$ cat src/rtl/comm_pkg.sv
// Shared constants and types for the host serial link receive/transmit paths.
package comm_pkg;

  localparam int unsigned BYTES_PER_BLOCK    = 16;
  localparam int unsigned WORD_W             = 128;
  localparam int unsigned DEF_TIMEOUT_CYCLES = 1_000_000;

  typedef enum logic [1:0] {
    IDLE    = 2'd0,
    COLLECT = 2'd1,
    FLUSH   = 2'd2
  } rx_state_t;

endpackage

$ cat src/rtl/rx_timeout_timer.sv
// Inter-byte idle timer: counts enabled cycles and flags the cycle the
// count reaches TIMEOUT_CYCLES-1 while still enabled.
module rx_timeout_timer #(
  parameter int unsigned TIMEOUT_CYCLES = 1_000_000
) (
  input  logic clk,
  input  logic reset,
  input  logic clear,
  input  logic enable,
  output logic expired
);

  localparam int unsigned TMR_W = (TIMEOUT_CYCLES > 2) ? $clog2(TIMEOUT_CYCLES) : 1;

  logic [TMR_W-1:0] count;

  // Expiry is qualified by enable so an arriving byte always wins.
  assign expired = enable && (count == TMR_W'(TIMEOUT_CYCLES - 1));

  // Idle-cycle counter, cleared on every accepted byte and outside COLLECT.
  always_ff @(posedge clk or negedge reset) begin
    if (!reset) begin
      count <= '0;
    end else if (clear) begin
      count <= '0;
    end else if (enable) begin
      count <= count + TMR_W'(1);
    end
  end

endmodule

$ cat src/rtl/rx_assemble.sv
// Receive-side word assembler: packs BYTES received bytes MSB-byte-first
// into one word and hands it to the AES input buffer.
module rx_assemble
  import comm_pkg::*;
#(
  parameter int unsigned BYTES          = BYTES_PER_BLOCK,
  parameter int unsigned TIMEOUT_CYCLES = DEF_TIMEOUT_CYCLES
) (
  input  logic               clk,
  input  logic               reset,
  input  logic [7:0]         rx_data,
  input  logic               rx_done,
  input  logic               buffer_full,
  output logic               buffer_write,
  output logic [8*BYTES-1:0] d_out,
  output logic               overrun,
  output logic               frame_timeout
);

  localparam int unsigned W     = 8 * BYTES;
  localparam int unsigned CNT_W = $clog2(BYTES + 1);

  rx_state_t        state;
  logic [CNT_W-1:0] count;
  logic             tmr_clear;
  logic             tmr_enable;
  logic             tmr_expired;

  // The write strobe follows buffer_full in the same cycle so a word leaves
  // the instant the buffer has room.
  assign buffer_write = (state == FLUSH) && !buffer_full;

  // The timer only runs on silent COLLECT cycles.
  assign tmr_enable = (state == COLLECT) && !rx_done;
  assign tmr_clear  = (state != COLLECT) || rx_done;

  rx_timeout_timer #(
    .TIMEOUT_CYCLES(TIMEOUT_CYCLES)
  ) u_timer (
    .clk    (clk),
    .reset  (reset),
    .clear  (tmr_clear),
    .enable (tmr_enable),
    .expired(tmr_expired)
  );

  // Assembly FSM; d_out is the shift register itself and is held in FLUSH.
  always_ff @(posedge clk or negedge reset) begin
    if (!reset) begin
      state         <= IDLE;
      count         <= '0;
      d_out         <= '0;
      overrun       <= 1'b0;
      frame_timeout <= 1'b0;
    end else begin
      overrun       <= 1'b0;
      frame_timeout <= 1'b0;
      case (state)
        IDLE, COLLECT: begin
          if (rx_done) begin
            d_out <= {d_out[W-9:0], rx_data};
            count <= count + CNT_W'(1);
            state <= (count == CNT_W'(BYTES - 1)) ? FLUSH : COLLECT;
          end else if (tmr_expired) begin
            state         <= IDLE;
            count         <= '0;
            frame_timeout <= 1'b1;
          end
        end
        FLUSH: begin
          // A byte arriving here is lost even if the word leaves this cycle.
          if (rx_done) begin
            overrun <= 1'b1;
          end
          if (!buffer_full) begin
            state <= IDLE;
            count <= '0;
          end
        end
        default: begin
          state <= IDLE;
          count <= '0;
        end
      endcase
    end
  end

endmodule

$ cat config.mk
export PLATFORM = sky130hd
export DESIGN_NAME = rx_assemble
export DESIGN_NICKNAME = d
export VERILOG_FILES = /design/src/rtl/comm_pkg.sv /design/src/rtl/rx_timeout_timer.sv /design/src/rtl/rx_assemble.sv
export SDC_FILE = /design/constraint.sdc
export NUM_CORES = 1
export LEC_CHECK = 0
export BUFFER_PORTS_ARGS = -buffer_cell sky130_fd_sc_hd__buf_2
export CORE_ASPECT_RATIO = 0.7
export CORE_MARGIN = 2
export CORE_UTILIZATION = 30
export CTS_CLUSTER_DIAMETER = 60
export CTS_CLUSTER_SIZE = 40
export DETAILED_ROUTE_END_ITERATION = 6
export PLACE_DENSITY_LB_ADDON = 0.08
export SLEW_MARGIN = 25
export SYNTH_ARGS = -nofsm -noshare
export SYNTH_HDL_FRONTEND = slang
export SYNTH_SLANG_ARGS = --single-unit
$ cat constraint.sdc
create_clock -name clk -period 2.1 [get_ports clk]
set_input_delay 0.105 -clock clk [delete_from_list [all_inputs] [get_ports clk]]
set_output_delay 0.105 -clock clk [all_outputs]
set_load 0.005 [all_outputs]
# Yosys cells after proc, flatten, opt, wreduce, memory -nomap -nowiden
# Cells that the tools add are included.
dict set report totals {
  register_bits 157
  latchBits 0
  ramBits 0
  mem_bits_ro 0
  in_bits 12
  output_inout_bits 131
  elab_cells 42
  n_memories 0
}
dict set report classes {
  n_addsub 2
  n_mul 0
  div 0
  magnitude_cmp 0
  n_eq_ne 7
  n_shift 0
  muxes 16
  bitwise 0
  n_reduce_logical 11
}
# operator count
set ops {}
lappend ops {{20-bit two-way mux} 2}
lappend ops {{20-bit by 1-bit adder with 20-bit output, second input constant} 1}
lappend ops {{20-bit == test, second input constant} 1}
lappend ops {{5-bit two-way mux} 3}
lappend ops {{5-bit case mux with 2 select lines} 1}
lappend ops {{2-bit two-way mux} 4}
lappend ops {{5-bit by 1-bit adder with 5-bit output, second input constant} 1}
lappend ops {{5-bit by 4-bit == test with 1-bit output, second input constant} 1}
lappend ops {{1-bit two-way mux} 5}
lappend ops {{2-bit case mux with 2 select lines} 1}
lappend ops {{2-bit AND reduction} 2}
lappend ops {{1-bit logical AND} 3}
lappend ops {{3-bit inequality test, second input constant} 1}
lappend ops {{2-bit by 1-bit == test with 1-bit output, second input constant} 1}
lappend ops {{2-bit == test, second input constant} 1}
lappend ops {{1-bit zero test} 2}
lappend ops {{2-bit zero test} 1}
lappend ops {{2-bit by 1-bit inequality test with 1-bit output, second input constant} 1}
lappend ops {{2-bit inequality test, second input constant} 1}
lappend ops {{2-bit nonzero test} 1}
lappend ops {{2-bit OR reduction} 1}
lappend ops {{1-bit logical OR} 1}

# Logic depth before layout (Yosys ltp)
dict set report depth {
  word_depth 6
  depth_mapped 6
  mapped_depth_nobuf 6
}

# Cells and area by module
# From an unflattened synthesis, not the netlist that was laid out.
dict set report unflattened {
  cells_unflattened 689
  hier_area_um2 6336.1
}
# mod instances cells_each area_per_inst_um2 seq_area_each_um2
set modules_own_cells {}
lappend modules_own_cells {rx_assemble 1 580 5240.0 3428.3}
lappend modules_own_cells {rx_timeout_timer 1 109 1096.1 500.5}

# Worst setup path after synthesis
# Ideal clock, no wire load.
dict set report synth_path {
  path_type {flip-flop to flip-flop}
  from {reg u_timer.count[0]}
  to {reg u_timer.count[18]}
  setup_time_ns 0.078
  arrival_time_ns 1.531
  t_required_ns 2.022
  setup_slack_ns 0.491
  stages_incl_launch_ff 7
  n_path_buf 1
  synth_period_minus_slack_ns 1.609
  cell_sequence {dfrtp_1 > ha_1 > and3_1 > buf_2 > nand4_1 > or4_1 > a21oi_1}
}
dict set report synth_between {
  elab_chain_len 3
}
# element line_no
set synth_lines {}
lappend synth_lines {{start, declared} rx_timeout_timer.sv:15} ;# logic [TMR_W-1:0] count;
lappend synth_lines {{start signal, assigned} rx_timeout_timer.sv:27} ;# count <= count + TMR_W'(1);
lappend synth_lines {{20-bit by 1-bit adder with 20-bit output} rx_timeout_timer.sv:27}
lappend synth_lines {{20-bit two-way mux} rx_timeout_timer.sv:26} ;# end else if (enable) begin
lappend synth_lines {{20-bit two-way mux} rx_timeout_timer.sv:24} ;# end else if (clear) begin
# No other way between the ends. The select of a mux whose other input is x is not followed.
# A chain may end at the register's enable or synchronous reset.

# Worst setup path after layout
# Ends and elaborated chain as after synthesis.

==> results.toml <==
[power_and_ir_drop]
ir_worst_vdd_mv = 0.4219
p_sw_mw = 2.469
switching_share_pct = 29.84
comb_power_share_pct = 15.8
power.leakage_nw = 4.449
p_int_mw = 5.806
p_clk_share_pct = 36.3
p_per_area_nw_per_um2 = 1045
p_seq_share_pct = 47.9
total_power_mw = 8.275

[clock_tree]
ctsResizeCount = 0
cts_buffers = 17
cts.sinks = 157
clk_latency_ns = 0.42
clock-root-buffer = "clkbuf_16"
h-tree-depth = 4
cts_setup_buffers = 0
clk_transition_reported_paths_ns = 0.07
hold_buffers = 10
clock_path_buffers = 2
tritoncts = "done"

[min_path]
hold_class = "in -> async"

[synth]
synth_edf_count = 0
yosysMostFrequentCell = "nand2_1"
yosysUniqueCellTypes = 32
yosysWarnings = 0
synth_common_cells = "395 x nand2_1, 157 x dfrtp_1, 33 x clkbuf_1"
synth_top_area_cell = "dfrtp_1"
async_flop_share_pct = 100.0
synthCells = 689
yosysTopAreaCellShare_pct = 63.55
yosys-top-cells-area = "dfrtp_1 64%, nand2_1 24%, clkbuf_1 2.0%"
syn-num-nets = 704
synth-main-ff-cell = "dfrtp_1"
syn_area_um2 = 6182
avgSynthCellArea_um2 = 8.973
synth-seq-area-share_pct = 63.55
synth-seq-cells = 157

[finish]
multi_input_area_um2 = 2120
nFillCells = 2058
post_route_cells_drive_above_1_share_pct = 21.84
regArea_um2 = 3929
final_nets = 849
area_growth_pct = 28.13
diodes = 0

[route]
drt-vias-per-instance = 4.486
wl_mm = 15.54
vias = 5011
dr.pass1.iters = 4
drc = 0
final_antenna_net_count = 0
wl_per_cell_um = 13.91
drt_iter0_drc = 303

[worst_setup_path]
end_kind = "flop"
critPathRequiredTime_ns = 2.44
worstPathMaxFanout = 8
crit_type = "reg -> reg"
cp.arrival_ns = 2.23
start_kind = "flop"

[grt]
grt_pass1_wl_mm = 25.36
grt_overflow = 0
grt_pass1_vias = 4878
grt_antenna_before_repair = 0
grt_start_max_net_pins = 86
grt.total_usage_pct = 14.81

[floorplanning]
ios = 143
dieArea_um2 = 21790
rows = 43
die_h_um = 124.1
initial_core_util_pct = 30.89
core_area_um2 = 20010
die_w_um = 175.6

[sta]
drv_slew = 0
fin_crit_ns = 1.889
postLayoutSetupSlackWorst_ns = 0.2113
finalCritPeriodShare_pct = 89.94
finalSetupTns_ns = 0
relSlewSlack_pct = 67.49
setup-violations-final = 0
worst_slew_pin_slew_ns = 0.4876
skew_ns = 0.01685
timing.fmax_mhz = 529.5
fin_hold_ws_ns = 0.1610
rsz0062_at_grt = "false"
hold_viol = 0

[job]
maxCapViolations = 0

[placed_design]
pre_cts_ws_ns = 0.2290
gp_congestion = 0.7674
dp_hpwl_mm = 10.36
port_buffers = 142

[outcome]
status = "finished, final reports clean"
-- layer usage --
| metal | share of wire, % | vias to the layer above | global-route usage, % |
|---|---|---|---|
| met1 | 51 | 2440 | 21.10 |
| met4 | 0.86 | 0 | 4.959 |
| met3 | 5.5 | 10 | 4.579 |
| met5 | 0 | - | 0 |
| li1 | - | 2442 | - |
| met2 | 43 | 119 | 21.36 |
-- stage by stage --
step	cell area, um^2	instances	util, %
after floorplan	6182	689	-
after global placement	7248	1075	36.22
after detailed placement	7248	1075	36.22
after CTS	7921	1117	39.58
after global routing	7921	1117	39.58
final	7921	1117	39.58
-- cell type report --
cell class	count	share of cell area, %
inverters	4	0.1895
clock buffers	19	5.592
flip-flops and latches	157	49.60
repair buffers	161	11.96
clock inverters	13	1.643
well taps	270	4.265
multi-input cells	493	26.76
-- sequential cells by signal, summed over array words and instances (netlist names) --
name           flops
count              5
overrun            1
state              2
u_timer.count     20
d_out            128
frame_timeout      1
-- worst paths after layout --
kind                                      to  cells after the start  slack (ns)              from
max                        u_timer.count[18]                      5        0.21  u_timer.count[0]
min                               d_out[127]                      2        0.16             reset
max reg2reg                u_timer.count[18]                      5        0.21  u_timer.count[0]
min reg2reg                       d_out[121]                      2        0.47        d_out[121]
max in group asynchronous          d_out[74]                      3        1.17             reset
min in group clk                    state[1]                      3        0.23       buffer_full
-- critical path: stages (launching register included) --
cell and delay (ns):
dfrtp_1 0.39, ha_1 0.19, and3_1 0.30, nand4_1 0.31, or4_1 0.48, a21oi_1 0.15
-- layout by cell type (no fill, tap or decap), types with 5 or more instances in the layout --
cell,count
nor2_1,15
buf_12,5
inv_6,5
a21oi_1,12
nand2_1,395
and3_1,6
buf_2,141
dlygate4sd3_1,10
dfrtp_1,157
nand4_1,6
clkbuf_16,17
or3_1,5
o21ai_0,6
clkinvlp_4,6
nand3_1,7
xor2_1,7
-- power by group through the flow --
stage	Combinational [mW]	Sequential [mW]	Clock (mW)
floorplan	0.530	3.98	0
global placement	1.32	3.99	0
detailed placement	1.33	4.02	0
CTS	1.34	3.97	3.09
global route	1.51	4.04	3.25
finish	1.31	3.96	3.00
-- cells by family after synthesis --
kind of cell,count (synthesis),share of synthesized area [%]
flip-flops,157,63.55
buffers and inverters,39,2.408
adder cells (fa/ha/maj),3,0.6072
XOR/XNOR,10,1.417
AND/OR/NAND/NOR,451,29.41
AO/OA/AOI/OAI,29,2.611
Note: power is estimated with default switching activity, not from simulation.
